<file path="config.mk">
export PLATFORM = sky130hd
export DESIGN_NAME = load_store_unit
export DESIGN_NICKNAME = d
export VERILOG_FILES = /design/src/rtl/lsu_pkg.sv /design/src/rtl/load_formatter.sv /design/src/rtl/load_store_unit.sv
export SDC_FILE = /design/constraint.sdc
export NUM_CORES = 1
export LEC_CHECK = 0
export CAP_MARGIN = 25
export CORE_MARGIN = 2
export CORE_UTILIZATION = 47
export CTS_BUF_LIST = sky130_fd_sc_hd__clkbuf_8
export DETAILED_ROUTE_END_ITERATION = 8
export GPL_ROUTABILITY_DRIVEN = 0
export PLACE_DENSITY = 0.87
export SLEW_MARGIN = 40
export SYNTH_ARGS = -nofsm -noshare
export SYNTH_HDL_FRONTEND = slang
export SYNTH_SLANG_ARGS = --single-unit
</file>
<file path="constraint.sdc">
create_clock -name clk -period 3.37 [get_ports clk]
set_clock_uncertainty 0.05 [all_clocks]
set_input_delay 0.674 -clock clk [delete_from_list [all_inputs] [get_ports clk]]
set_output_delay 0.674 -clock clk [all_outputs]
set_load 0.05 [all_outputs]
</file>
<file path="src/rtl/lsu_pkg.sv">
// Shared definitions for the load/store unit: funct3 encodings, FSM states,
// byte-enable bases and access legality / store-lane helpers.
package lsu_pkg;

  localparam logic [2:0] F3_B  = 3'b000;
  localparam logic [2:0] F3_H  = 3'b001;
  localparam logic [2:0] F3_W  = 3'b010;
  localparam logic [2:0] F3_BU = 3'b100;
  localparam logic [2:0] F3_HU = 3'b101;

  localparam logic [3:0] BE_B = 4'b0001;
  localparam logic [3:0] BE_H = 4'b0011;
  localparam logic [3:0] BE_W = 4'b1111;

  typedef enum logic [1:0] {
    IDLE = 2'd0,
    REQ  = 2'd1,
    DONE = 2'd2
  } lsu_state_e;

  // Unsigned variants exist only for loads; halves/words must be naturally aligned.
  function automatic logic access_ok(input logic we, input logic [2:0] f3,
                                     input logic [1:0] off);
    logic ok;
    case (f3)
      F3_B:    ok = 1'b1;
      F3_BU:   ok = !we;
      F3_H:    ok = !off[0];
      F3_HU:   ok = !we && !off[0];
      F3_W:    ok = (off == 2'b00);
      default: ok = 1'b0;
    endcase
    return ok;
  endfunction

  function automatic logic [3:0] byte_en(input logic [2:0] f3, input logic [1:0] off);
    logic [3:0] be;
    case (f3[1:0])
      2'b00:   be = BE_B << off;
      2'b01:   be = BE_H << off;
      default: be = BE_W;
    endcase
    return be;
  endfunction

  function automatic logic [31:0] store_lanes(input logic [2:0] f3, input logic [31:0] wd);
    logic [31:0] lanes;
    case (f3[1:0])
      2'b00:   lanes = {4{wd[7:0]}};
      2'b01:   lanes = {2{wd[15:0]}};
      default: lanes = wd;
    endcase
    return lanes;
  endfunction

endpackage

</file>
<file path="src/rtl/load_formatter.sv">
// Selects the addressed byte/half lane of a read word and sign- or zero-extends it.
// Purely combinational, no backpressure.
module load_formatter
  import lsu_pkg::*;
(
  input  logic [31:0] bus_rdata,
  input  logic [1:0]  offset,
  input  logic [2:0]  funct3,
  output logic [31:0] load_data
);

  logic [7:0]  lane_b;
  logic [15:0] lane_h;

  always_comb begin
    lane_b = bus_rdata[7:0];
    case (offset)
      2'd0:    lane_b = bus_rdata[7:0];
      2'd1:    lane_b = bus_rdata[15:8];
      2'd2:    lane_b = bus_rdata[23:16];
      default: lane_b = bus_rdata[31:24];
    endcase
    lane_h = offset[1] ? bus_rdata[31:16] : bus_rdata[15:0];
  end

  always_comb begin
    load_data = bus_rdata;
    case (funct3)
      F3_B:    load_data = {{24{lane_b[7]}}, lane_b};
      F3_BU:   load_data = {24'd0, lane_b};
      F3_H:    load_data = {{16{lane_h[15]}}, lane_h};
      F3_HU:   load_data = {16'd0, lane_h};
      default: load_data = bus_rdata;
    endcase
  end

endmodule

</file>
<file path="src/rtl/load_store_unit.sv">
// Load/store unit: one req/ack data-bus access per mreq, stalling the core until DONE.
// Latency >= 3 cycles (request, REQ until bus_ack, DONE); stall holds the core while waiting.
// Optional LSU_TIMEOUT_EN: abandon REQ after TIMEOUT cycles without bus_ack.
module load_store_unit
  import lsu_pkg::*;
#(
  parameter int ADDR_W  = 32,
  parameter int DATA_W  = 32,
  parameter int TIMEOUT = 255
) (
  input  logic              clk,
  input  logic              rst_n,
  input  logic              mreq,
  input  logic              mem_write,
  input  logic [2:0]        funct3,
  input  logic [ADDR_W-1:0] addr,
  input  logic [DATA_W-1:0] wdata,
  output logic              stall,
  output logic [DATA_W-1:0] rdata,
  output logic              rdata_valid,
  output logic              access_err,
  output logic              bus_req,
  output logic              bus_we,
  output logic [ADDR_W-1:0] bus_addr,
  output logic [3:0]        bus_be,
  output logic [DATA_W-1:0] bus_wdata,
  input  logic              bus_ack,
  input  logic [DATA_W-1:0] bus_rdata
);

  lsu_state_e  state;
  logic [1:0]  off_q;
  logic [2:0]  f3_q;
  logic [31:0] fmt_data;
  logic        req_ok;
  logic        start;

  assign req_ok = access_ok(mem_write, funct3, addr[1:0]);
  assign start  = (state == IDLE) && mreq && req_ok;
  // Gating with rst_n lets stall fall the instant reset asserts, even with mreq still high.
  assign stall   = rst_n && (start || (state == REQ));
  assign bus_req = (state == REQ);

  load_formatter u_fmt (
    .bus_rdata (bus_rdata),
    .offset    (off_q),
    .funct3    (f3_q),
    .load_data (fmt_data)
  );

`ifdef LSU_TIMEOUT_EN
  localparam int CNT_W = (TIMEOUT > 255) ? $clog2(TIMEOUT + 1) : 8;
  logic [CNT_W-1:0] tmo_cnt;
  logic             tmo_hit;
  assign tmo_hit = (tmo_cnt == CNT_W'(TIMEOUT - 1));
`else
  logic [31:0] unused_timeout;
  assign unused_timeout = 32'(TIMEOUT);
`endif

  always_ff @(posedge clk or negedge rst_n) begin
    if (!rst_n) begin
      state       <= IDLE;
      off_q       <= 2'd0;
      f3_q        <= 3'd0;
      rdata       <= '0;
      rdata_valid <= 1'b0;
      access_err  <= 1'b0;
      bus_we      <= 1'b0;
      bus_addr    <= '0;
      bus_be      <= 4'd0;
      bus_wdata   <= '0;
`ifdef LSU_TIMEOUT_EN
      tmo_cnt     <= '0;
`endif
    end else begin
      rdata_valid <= 1'b0;
      access_err  <= 1'b0;
      case (state)
        IDLE: begin
          if (mreq) begin
            if (req_ok) begin
              state     <= REQ;
              bus_addr  <= {addr[ADDR_W-1:2], 2'b00};
              bus_we    <= mem_write;
              bus_be    <= byte_en(funct3, addr[1:0]);
              bus_wdata <= store_lanes(funct3, wdata);
              off_q     <= addr[1:0];
              f3_q      <= funct3;
`ifdef LSU_TIMEOUT_EN
              tmo_cnt   <= '0;
`endif
            end else begin
              access_err <= 1'b1;
              rdata      <= '0;
            end
          end
        end
        REQ: begin
          if (bus_ack) begin
            state <= DONE;
            if (!bus_we) begin
              rdata       <= fmt_data;
              rdata_valid <= 1'b1;
            end
          end
`ifdef LSU_TIMEOUT_EN
          else if (tmo_hit) begin
            state      <= DONE;
            access_err <= 1'b1;
            rdata      <= '0;
          end else begin
            tmo_cnt <= tmo_cnt + 1'b1;
          end
`endif
        end
        // mreq still high here is the instruction just served; never restart on it.
        default: state <= IDLE;
      endcase
    end
  end

endmodule
</file>
==> results of run 1 <==
metrics by stage:
stage	instances	util, %	instance area [µm²]
6_report	750	71.5	7310
4_1_cts	750	71.4	7310
5_1_grt	750	71.5	7310
3_5_place_dp	735	69.6	7120
3_3_place_gp	734	69.3	7090
2_1_floorplan	411	-	4920
layer usage:
| metal | track usage [%] | share of wire (%) |
|---|---|---|
| met3 | 7.85 | 9.7 |
| met4 | 8.83 | 1.8 |
| met1 | 28.9 | 38 |
| met5 | 0 | 0 |
| met2 | 42.3 | 51 |
cells in the mapped netlist (3+ instances only):
cell | count | share of area, %
inv_1 | 3 | 0.23
a221o_1 | 16 | 3.3
buf_4 | 5 | 0.76
buf_6 | 4 | 0.92
mux2i_1 | 32 | 6.5
a32o_1 | 8 | 1.6
nor2_1 | 15 | 1.1
clkbuf_1 | 11 | 0.84
buf_2 | 8 | 0.81
a21oi_1 | 15 | 1.5
o2bb2ai_1 | 6 | 1.1
and2_1 | 3 | 0.38
dfrtp_1 | 108 | 55
o21ai_0 | 38 | 3.9
nor2b_1 | 6 | 0.76
nand2_1 | 46 | 3.5
mux2_2 | 53 | 12
nand2b_1 | 16 | 2.0
where the power goes:
| part | internal (mW) | leakage (nW) | switching, mW |
|---|---|---|---|
| logic | 1.00 | 1.69 | 1.72 |
| clock network | 0.356 | 0.0956 | 0.431 |
| registers | 1.64 | 1.36 | 0.261 |
| total | 3.00 | 3.14 | 2.41 |
state kept, by name, indices dropped and copies added (netlist names):
register / cells
off_q: 2
bus_addr: 30
bus_wdata: 32
f3_q: 3
rdata_valid: 1
access_err: 1
bus_be: 4
rdata: 32
state: 2
bus_we: 1
final timing paths:
kind,start,cells after the start,slack (ps),endpoint
max,addr[0],5,290,stall
min,rst_n,2,330,bus_addr[8]
max reg2reg,off_q[1],4,1070,rdata[15]
min reg2reg,bus_wdata[9],2,440,bus_wdata[9]
max in group asynchronous,rst_n,3,2040,f3_q[1]
min in group clk,bus_wdata[9],2,440,bus_wdata[9]
cell type report:
cell class                 count  area share [%]
clock buffer                  10            1.88
sequential                   108            37.0
multi-input combinational    270            28.2
timing repair buffer         218            29.8
clock inverter                 5           0.736
tap                          136            2.33
inverter                       3           0.154
kinds of logic (layout without fill, tap and decap cells):
kind of cell	count (synthesis)	in the layout	share of synthesized area (%)
flops	108	108	55.0
buf+inv	33	236	3.74
other cells	1	2	0.0763
mux	86	86	19.1
compound gates	90	90	12.7
simple gates	92	92	9.39
==> impl_metrics.toml, run 1 <==
[final_layout]
multi_input_area_um2 = 2060
nets = 714
area_delta_synth_final_pct = 48.7
final_common_cell = "clkdlybuf4s50_1"
final_cell_mix = "clkdlybuf4s50_1, dfrtp_1, mux2_2, nand2_1, o21ai_0"
drive_above_1_share_pct = 14.8
diodes = 0
final-seq-area_um2 = 2700
fillers = 733

[placement]
portBuffers = 206
dpl.hpwl_um = 10200
post-place-ws_ps = 247

[clock_tree]
root_buffer = "clkbuf_8"
cts_tree = "done"
cts_resized = 0
htreeDepth = 3
ctsLongestPathBuffers = 2
cts_buffers = 9
cts_hold_buffers = 0
postCtsSetupBuffers = 0
clk_latency_ps = 370
path_clk_slew_ps = 100
cts_sinks = 108

[setup_path]
cp-end-kind = "primary output"
slowest_delay_ps = 530
critPathKind = "in2out"
cp_slowest_cell = "a221oi_1"
crit_family = "compound AO/OA/AOI/OAI gates"
worst-path-buf-inv = 2
critical_path.cell_chain = "clkdlybuf4s50_1 -> a221oi_1 -> o21ai_4 -> a21boi_0 -> buf_12"
path_max_fanout = 3
setup.worst_path.start_class = "primary input"
cp_data_required_time_ps = 2650
critical_path_arrival_ps = 2350

[logic_synthesis]
synthCells = 410
ys_warn_count = 0
synth_edf_count = 0
ys_ff_latch = 108
synth-async-reset-ratio_pct = 100
ys_types = 35
synth_flop_cell = "dfrtp_1"
postSynthAreaPerCell_um2 = 12.0
ys_seq_area_share_pct = 55.0
synth_area_um2 = 4920

[detailed_routing]
drt-total-wl_um = 13800
postRouteAntennaNets = 0
wl_per_cell_um = 18.4
num_vias = 4021
drtIter0Drc = 159
vias_per_cell = 5.36
drtPass1Iterations = 4
drc = 0

[power]
peakVddDrop_mv = 0.533
power_mw = 5.41
p_leak_nw = 3.14
power_density_nw_per_um2 = 740

[floorplanning]
dieHeight_um = 106
rows = 37
start_util_pct = 48.0
die_w_um = 106
core_um2 = 10200
die-area_um2 = 11300
pin_count = 209

[run_status]
outcome = "finished clean"

[timing]
post-route-min-period_ps = 3080
worst_pin_slew_ps = 722
report.final.slew_viol_count = 0
fin_tns_setup_ps = 0
period_share_pct = 91.4
setup_viol = 0
hold_viol_final = 0
whs_ps = 325
rsz0062_at_grt = "false"
fmax_mhz = 325
fin_ws_ps = 291
slew_headroom_pct = 51.9

[global_routing]
grt_pass1_wl_um = 21500
grt-ovfl-total = 0
grt_max_degree = 103
antenna_found_initial = 0
grt_pass1_vias = 4157
grt_usage_pct = 24.6

[worst_hold_path]
hold_path.class = "in2async"

[flow_run]
max-cap-violations = 0
Note: power is estimated with default switching activity, not from simulation.
==> inputs of run 2 (changes only) <==
--- a/config.mk
+++ b/config.mk
@@ -11,6 +11,7 @@
 export CTS_BUF_LIST = sky130_fd_sc_hd__clkbuf_8
 export DETAILED_ROUTE_END_ITERATION = 8
 export GPL_ROUTABILITY_DRIVEN = 0
+export GPL_TIMING_DRIVEN = 0
 export PLACE_DENSITY = 0.87
 export SLEW_MARGIN = 40
 export SYNTH_ARGS = -nofsm -noshare
==> run 2 against run 1 <==
Net effect: setup slack worse by 120 ps; sequential cell count stayed put; count of clock-buffer cells in the layout is 1 higher; critical path depth is 1 higher; sequential power is 3% lower; maximum frequency is 3.7% lower; combinational power is 3% higher; largest cell class unchanged; largest power group unchanged.
==> impl_metrics.toml, run 2 (same netlist as run 1, synthesis figures left out) <==
[final_layout]
nets = 733
final_common_cell = "clkdlybuf4s50_1"
area_delta_synth_final_pct = 50.7
fillers = 725
design_area_um2 = 7410
top_regs = "bus_wdata: 32 flops, rdata: 32 flops, bus_addr: 30 flops"
drive_above_1_share_pct = 15.5
diodes = 0
final_cell_mix = "clkdlybuf4s50_1, dfrtp_1, mux2_2, nand2_1, o21ai_0"

[run_status]
outcome = "finished clean"

[floorplanning]
rows = 37
die-area_um2 = 11300
dieHeight_um = 106
core_um2 = 10200
pin_count = 209
die_w_um = 106
start_util_pct = 48.0

[global_routing]
grt_pass1_vias = 4566
grt_pass1_wl_um = 23100
grt-ovfl-total = 0
grt_max_degree = 74
antenna_found_initial = 0
grt_usage_pct = 26.4

[detailed_routing]
num_vias = 4197
drc = 0
drtPass1Iterations = 4
vias_per_cell = 5.47
drtIter0Drc = 133
postRouteAntennaNets = 0
wl_per_cell_um = 19.0
drt-total-wl_um = 14600

[timing]
worst_pin_slew_ps = 667
hold_viol_final = 0
slew_headroom_pct = 55.6
report.final.slew_viol_count = 0
fin_ws_ps = 173
rsz0062_at_grt = "false"
fmax_mhz = 313
period_share_pct = 94.9
setup_viol = 0
post-route-min-period_ps = 3200

[placement]
portBuffers = 206
post-place-ws_ps = -612
dpl.hpwl_um = 11000
placed_cell_area_um2 = 7190

[setup_path]
cp-end-kind = "primary output"
ff2ff_setup_slack_ps = 1330
r2r-end = "rdata[28]"
timing.rr.start = "state[1]"
rr_worst_depth = 5
startpoint = "addr[0]"
path_max_fanout = 10
setup.worst_path.start_class = "primary input"
critical_path_arrival_ps = 2470
critPathKind = "in2out"
cp_data_required_time_ps = 2650

[power]
power_density_nw_per_um2 = 746
p_leak_nw = 3.20
peakVddDrop_mv = 0.472

[clock_tree]
root_buffer = "clkbuf_8"
htreeDepth = 3
ctsLongestPathBuffers = 2
cts_tree = "done"
cts_buffers = 9
cts_sinks = 108
path_clk_slew_ps = 90
clk_latency_ps = 380
postCtsSetupBuffers = 0

[flow_run]
max-cap-violations = 0

[worst_hold_path]
hold_path.class = "in2async"
==> run 2: layout make-up <==
type	count	area [µm²]	share of cell area, %
clock inverters	2	60.1	0.811
inverters	3	11.3	0.152
well taps	136	170	2.30
flip-flops and latches	108	2700	36.5
plain buffers	30	174	2.35
clock buffers	11	151	2.04
repair buffers	207	2090	28.2
multi-input cells	270	2050	27.6
==> run 2: worst max-delay path: stages <==
cell and delay [ps]:
clkdlybuf4s50_1 550, nor4_2 370, o21ai_1 160, buf_2 240
a21boi_0 210, clkbuf_4 270
==> run 2: worst max path at each step <==
stage               endpoint  slack, ps
floorplan              stall        110
global placement       stall      -3260
detailed placement     stall       -610
CTS                    stall          5
global route           stall         40
finish                 stall        170
==> run 2: where the power goes <==
group          internal, mW  total [mW]  switching, mW
sequential             1.64        1.85          0.212
combinational          1.02        2.81           1.79
clock                 0.448       0.867          0.419
total                  3.10        5.53           2.42
==> run 2: repair_timing <==
item | in CTS | in global routing
endpoints found under the setup margin | 1 | 1
cloned | 0 | 0
resized for setup | 7 | 5
hold buffers | 0 | 0
==> run 2: metal layers <==
| layer | routed length (µm) | track usage, % | vias up |
|---|---|---|---|
| li1 | - | - | 1889 |
| met4 | 296 | 9.30 | 0 |
| met5 | 0 | 0 | - |
| met1 | 5580 | 30.6 | 2087 |
| met3 | 1380 | 9.32 | 26 |
| met2 | 7310 | 45.3 | 195 |
==> run 2: per-stage QoR <==
step                util [%]  TNS [ps]  hold slack, ps  power (mW)  cells
finish                  72.4         0             112        5.53    767
global route            72.4         0             114        5.77    767
CTS                     72.3         0             112        5.55    767
detailed placement      70.2      -612             424        4.68    754
global placement        69.9   -272050             413        4.62    753
floorplan                  -         0             328        3.62    411
